==> src/rtl/ce_pkg.sv <==
// Shared types and helpers for the convolution-element controller.
// State encoding and a clog2 that never returns less than one bit.
package ce_pkg;

  typedef enum logic [1:0] {
    IDLE  = 2'd0,
    RUN   = 2'd1,
    DRAIN = 2'd2,
    DONE  = 2'd3
  } ce_state_e;

  function automatic int clog2w(input int v);
    return (v <= 1) ? 1 : $clog2(v);
  endfunction

endpackage

==> src/rtl/ce_wrap_cnt.sv <==
// Modulo-MAX counter; wrap is high on the increment that returns to 0.
// Chained as channel -> column -> row address generator.
module ce_wrap_cnt #(
  parameter int MAX = 2,
  parameter int W   = 1
) (
  input  logic         clk,
  input  logic         rst,
  input  logic         clr,
  input  logic         inc,
  output logic [W-1:0] value,
  output logic         wrap
);

  localparam logic [W-1:0] LAST = W'(MAX - 1);

  logic [W-1:0] value_q;
  logic [W-1:0] value_d;

  assign wrap  = inc && (value_q == LAST);
  assign value = value_q;

  always_comb begin
    value_d = value_q;
    if (clr) begin
      value_d = '0;
    end else if (wrap) begin
      value_d = '0;
    end else if (inc) begin
      value_d = value_q + W'(1);
    end
  end

  always_ff @(posedge clk) begin
    if (rst) begin
      value_q <= '0;
    end else begin
      value_q <= value_d;
    end
  end

endmodule

==> src/rtl/ce_ctrl.sv <==
// Sequencer for one convolution layer: walks (row, col, ch), tracks results.
// Optional stall counter enabled by defining CE_CTRL_PERF_EN.
module ce_ctrl
  import ce_pkg::*;
#(
  parameter  int CL_IN  = 3,
  parameter  int KERNEL = 3,
  parameter  int IMG_W  = 5,
  parameter  int IMG_H  = 5,
  localparam int OUT_W  = IMG_W - KERNEL + 1,
  localparam int OUT_H  = IMG_H - KERNEL + 1,
  localparam int CW     = clog2w(CL_IN),
  localparam int XW     = clog2w(OUT_W),
  localparam int YW     = clog2w(OUT_H)
) (
  input  logic          clk,
  input  logic          rst,
  input  logic          start,
  input  logic          abort,
  input  logic          win_valid,
  input  logic          ce_en_out,
  output logic          ce_en_in,
  output logic [CW-1:0] ch_idx,
  output logic [XW-1:0] col,
  output logic [YW-1:0] row,
  output logic          busy,
  output logic          done,
  output logic          err,
  output logic [31:0]   stall_cnt
);

  localparam int NPIX = OUT_W * OUT_H;
  localparam int PW   = clog2w(NPIX + 2);

  ce_state_e state_q;
  ce_state_e state_d;

  logic [PW-1:0] out_q;
  logic [PW-1:0] out_d;
  logic [PW-1:0] pix_q;
  logic [PW-1:0] pix_d;
  logic [PW-1:0] pix_now;
  logic          err_q;
  logic          err_d;

  logic run_st;
  logic active;
  logic start_acc;
  logic beat;
  logic ch_wrap;
  logic col_wrap;
  logic row_wrap;

  assign run_st    = (state_q == RUN);
  assign active    = run_st || (state_q == DRAIN);
  assign start_acc = (state_q == IDLE) && start;
  assign beat      = run_st && win_valid && !abort;

  ce_wrap_cnt #(.MAX(CL_IN), .W(CW)) u_ch (
    .clk   (clk),
    .rst   (rst),
    .clr   (start_acc),
    .inc   (beat),
    .value (ch_idx),
    .wrap  (ch_wrap)
  );

  ce_wrap_cnt #(.MAX(OUT_W), .W(XW)) u_col (
    .clk   (clk),
    .rst   (rst),
    .clr   (start_acc),
    .inc   (ch_wrap),
    .value (col),
    .wrap  (col_wrap)
  );

  ce_wrap_cnt #(.MAX(OUT_H), .W(YW)) u_row (
    .clk   (clk),
    .rst   (rst),
    .clr   (start_acc),
    .inc   (col_wrap),
    .value (row),
    .wrap  (row_wrap)
  );

  // A result on the beat that completes its pixel is legal.
  assign pix_now = pix_q + PW'(ch_wrap);

  always_comb begin
    state_d = state_q;
    unique case (state_q)
      IDLE: begin
        if (start) state_d = RUN;
      end
      RUN: begin
        if (abort)         state_d = IDLE;
        else if (row_wrap) state_d = DRAIN;
      end
      DRAIN: begin
        if (abort)                    state_d = IDLE;
        else if (out_q >= PW'(NPIX))  state_d = DONE;
      end
      DONE: begin
        state_d = IDLE;
      end
      default: begin
        state_d = IDLE;
      end
    endcase
  end

  always_comb begin
    out_d = out_q;
    pix_d = pix_q;
    err_d = err_q;
    if (start_acc) begin
      out_d = '0;
      pix_d = '0;
      err_d = 1'b0;
    end else begin
      if (ch_wrap) begin
        pix_d = pix_q + PW'(1);
      end
      if (ce_en_out && active && !abort && (out_q != '1)) begin
        out_d = out_q + PW'(1);
      end
      if (ce_en_out && !active) begin
        err_d = 1'b1;
      end else if (ce_en_out && (out_q >= pix_now)) begin
        err_d = 1'b1;
      end
    end
  end

  always_ff @(posedge clk) begin
    if (rst) begin
      state_q <= IDLE;
      out_q   <= '0;
      pix_q   <= '0;
      err_q   <= 1'b0;
    end else begin
      state_q <= state_d;
      out_q   <= out_d;
      pix_q   <= pix_d;
      err_q   <= err_d;
    end
  end

  assign ce_en_in = beat;
  assign busy     = active;
  assign done     = (state_q == DONE);
  assign err      = err_q;

`ifdef CE_CTRL_PERF_EN
  logic [31:0] stall_q;
  logic [31:0] stall_d;

  always_comb begin
    stall_d = stall_q;
    if (start_acc) begin
      stall_d = '0;
    end else if (run_st && !win_valid && (stall_q != '1)) begin
      stall_d = stall_q + 32'd1;
    end
  end

  always_ff @(posedge clk) begin
    if (rst) begin
      stall_q <= '0;
    end else begin
      stall_q <= stall_d;
    end
  end

  assign stall_cnt = stall_q;
`else
  assign stall_cnt = '0;
`endif

endmodule

==> config.mk <==
export PLATFORM = sky130hd
export DESIGN_NAME = ce_ctrl
export DESIGN_NICKNAME = d
export VERILOG_FILES = /design/src/rtl/ce_pkg.sv /design/src/rtl/ce_wrap_cnt.sv /design/src/rtl/ce_ctrl.sv
export SDC_FILE = /design/constraint.sdc
export NUM_CORES = 1
export LEC_CHECK = 0
export BUFFER_PORTS_ARGS = -buffer_cell sky130_fd_sc_hd__buf_2
export CAP_MARGIN = 20
export CELL_PAD_IN_SITES_DETAIL_PLACEMENT = 1
export CELL_PAD_IN_SITES_GLOBAL_PLACEMENT = 1
export CORE_ASPECT_RATIO = 1.2
export CORE_MARGIN = 2
export CORE_UTILIZATION = 38
export DETAILED_ROUTE_END_ITERATION = 8
export GPL_TIMING_DRIVEN = 1
export PLACE_DENSITY = 0.91
export SYNTH_ARGS = -nofsm -noshare
export SYNTH_HDL_FRONTEND = slang
export SYNTH_SLANG_ARGS = --single-unit
==> constraint.sdc <==
create_clock -name clk -period 4.4 [get_ports clk]
set_input_delay 0.88 -clock clk [delete_from_list [all_inputs] [get_ports clk]]
set_output_delay 0.88 -clock clk [all_outputs]
set_load 0.01 [all_outputs]
==> results.ini <==
[synth]
ys_seq_area_frac=0.257
synth.distinct_cells=33
ys_warn_count=0
postSynthAreaPerCell_sq_um=8.71
ys_ff_latch=17
synth_cells=152
synth_area_sq_um=1320

[timing]
tns_ns=0
fin_hold_ws_ns=0.473
max_freq_ghz=0.416
setup_viol=0
hold_viol_final=0
rsz0062_at_grt=no
clock-skew-final_ns=0.00168
fin_crit_sh=0.547
slew_violations=0
fin_crit_ns=2.41

[floorplan]
start_util=0.397
die_area_sq_um=3970
die_x_um=57.9
core_sq_um=3340
die_y_um=68.7
num_rows=23
io_pins=48

[critical_path]
cp_common_cell=ha_1
required_ns=4.54
slowest_stage=ha_1
reg2reg_slack_ns=2.05
path_cells=buf_2, nand4b_4, clkinv_2, ha_1, ha_1, inv_1, ha_1, a21o_1, a21oi_1, o21ai_0
endpoint_kind=flip-flop
critPathLaunchType=input pin
crit_buf_inv=3
r2r_end=err
cp_data_arrival_time_ns=2.55
timing.critical_path.fanout_max=8
slowest_delay_ns=0.27
worst-setup-path-type=in2reg
crit_family=adder cells
r2r_cells=11
r2r-start=state_q[1]

[detailed_routing]
num_vias=974
drtAntennaViolNets=0
viasPerCell=4.73
avgRoutedWirePerCell_um=11.8
wl_um=2430
drc=0
drtIter0Drc=45
dr.pass1.iters=4

[clocking]
cts_resized=0
clock-sinks=17
cts-root-buf=clkbuf_8
cts_tree=built
holdBufCountCts=0
clk_latency_ns=0.25
cts_setup_buffers=0
h-tree-depth=1
path_clk_slew_ns=0.07
cts_made_buffers=3
clockBufferDepth=2

[final_layout]
fillers=411
fin_nets=194
multi_input_area_sq_um=802
fin_cells=206
area_delta_synth_final_pct=3.02
layout_commonest_cell=conb_1
final_cell_mix=32 x conb_1, 18 x ha_1, 17 x dfxtp_1
seq_area_sq_um=340
layout-drive-gt1-share=0.160
diodes=0

[global_routing]
use_met3=0.0280
grt_busiest_layer=met2
antenna_found_initial=0
grt_pass1_vias=950
grt_max_degree=15
grt_pass1_wl_um=4200
grt_use_met1=0.151
grtUsageMet2=0.257
grt-ovfl-total=0
grt_util_all_layers=0.138

[placed_design]
placed_cells=202
dp_hpwl_um=1990
io_buffers=15
place.gp.congestion=0.804

[worst_hold_path]
worstHoldStart=u_row.value[1]
hold-path-endpoint=u_row.value[1]
hp-class=reg2reg
whs_path_depth=2

[power_and_ir_drop]
power_frac_clock=0.347
swShare=0.298
internal_power_mw=0.240
p_per_area_nw_per_um2=250
p_seq_frac=0.474
switchingPower_mw=0.102
ir_worst_vdd_uv=195
power_frac_comb=0.179
p_leak_nw=0.674

[status]
status=completed

[flow_run]
max_cap_viol_count=0

==> area by class of cell <==
type / count / area share
sequential: 17 / 0.250
tap: 37 / 0.0339
timing repair buffer: 15 / 0.0550
clock buffer: 3 / 0.0303
inverter: 14 / 0.0394
multi-input combinational: 119 / 0.588
clock inverter: 1 / 0.00367
==> flip-flops by register name, indices dropped and copies added (netlist names) <==
name and cells:
state_q 2, out_q 4, err 1, u_col.value 2
pix_q 4, u_ch.value 2, u_row.value 2
==> metal layers <==
| layer | share of wire | vias up |
|---|---|---|
| met5 | 0 | - |
| met4 | 0.012 | 0 |
| met3 | 0.063 | 4 |
| met2 | 0.53 | 36 |
| met1 | 0.40 | 459 |
| li1 | - | 475 |
==> per-stage QoR <==
step	power [mW]	setup WS [ns]	area [sq um]	utilization
floorplan	0.230	2.04	1440	-
global placement	0.224	1.79	1320	0.395
detailed placement	0.226	1.71	1320	0.395
CTS	0.346	1.98	1360	0.409
global route	0.361	1.88	1360	0.409
finish	0.341	1.99	1360	0.409
==> synthesized netlist by cell type <==
library cell	count	area [sq um]
and3_4	1	11.3
a31o_1	1	8.76
nand2_4	1	11.3
nand2_1	6	22.5
nand4b_4	1	23.8
inv_1	13	48.8
o21ai_0	2	10.0
mux2i_1	1	10.0
nor2_1	12	45.0
clkinv_2	1	5.00
or4b_4	1	13.8
buf_4	32	240
a211oi_2	1	12.5
nor4_1	1	6.26
xnor2_1	3	26.3
a21boi_0	1	7.51
a311oi_1	1	8.76
or4_4	1	11.3
dfxtp_1	17	340
conb_1	1	3.75
a21o_1	3	22.5
xor2_1	5	43.8
nand3b_1	1	7.51
nand2b_1	2	12.5
a32oi_2	1	16.3
a21oi_1	10	50.1
ha_1	18	225
nor3_1	4	20.0
nand3_1	3	15.0
or3_1	3	18.8
buf_1	1	3.75
nand4_1	2	12.5
or3b_1	1	8.76
==> cells by family after synthesis <==
family | synth area share
AO/OA/AOI/OAI | 0.103
AND/OR/NAND/NOR | 0.181
adder cells (fa/ha/maj) | 0.170
flip-flops | 0.257
multiplexers | 0.00756
other | 0.00283
XOR/XNOR | 0.0529
buffers and inverters | 0.225
==> worst reg2reg max path, delay by kind of cell, from the launching register on <==
kind,cells,cell delay (ns)
and+or+nand+nor,1,0.16
DFF,1,0.37
buffers and inverters,3,0.29
AOI/OAI and AO/OA,3,0.36
adders and majority gates,4,1.05
==> worst max-delay path by stage <==
stage                     startpoint  end  slack (ns)  depth (start not counted)
after global routing           abort  err        1.88                         10
after detailed placement       abort  err        1.71                         10
final                          abort  err        1.99                         10
after floorplan                abort  err        2.04                          9
after global placement         abort  err        1.79                         10
after CTS                      abort  err        1.98                         10
==> power groups by stage <==
stage,Clock [mW],Combinational [mW],Sequential [mW]
floorplan,0,0.0650,0.165
global placement,0,0.0594,0.165
detailed placement,0,0.0611,0.165
CTS,0.123,0.0612,0.162
global route,0.129,0.0696,0.162
finish,0.118,0.0610,0.162
Note: power is estimated with default switching activity, not from simulation.
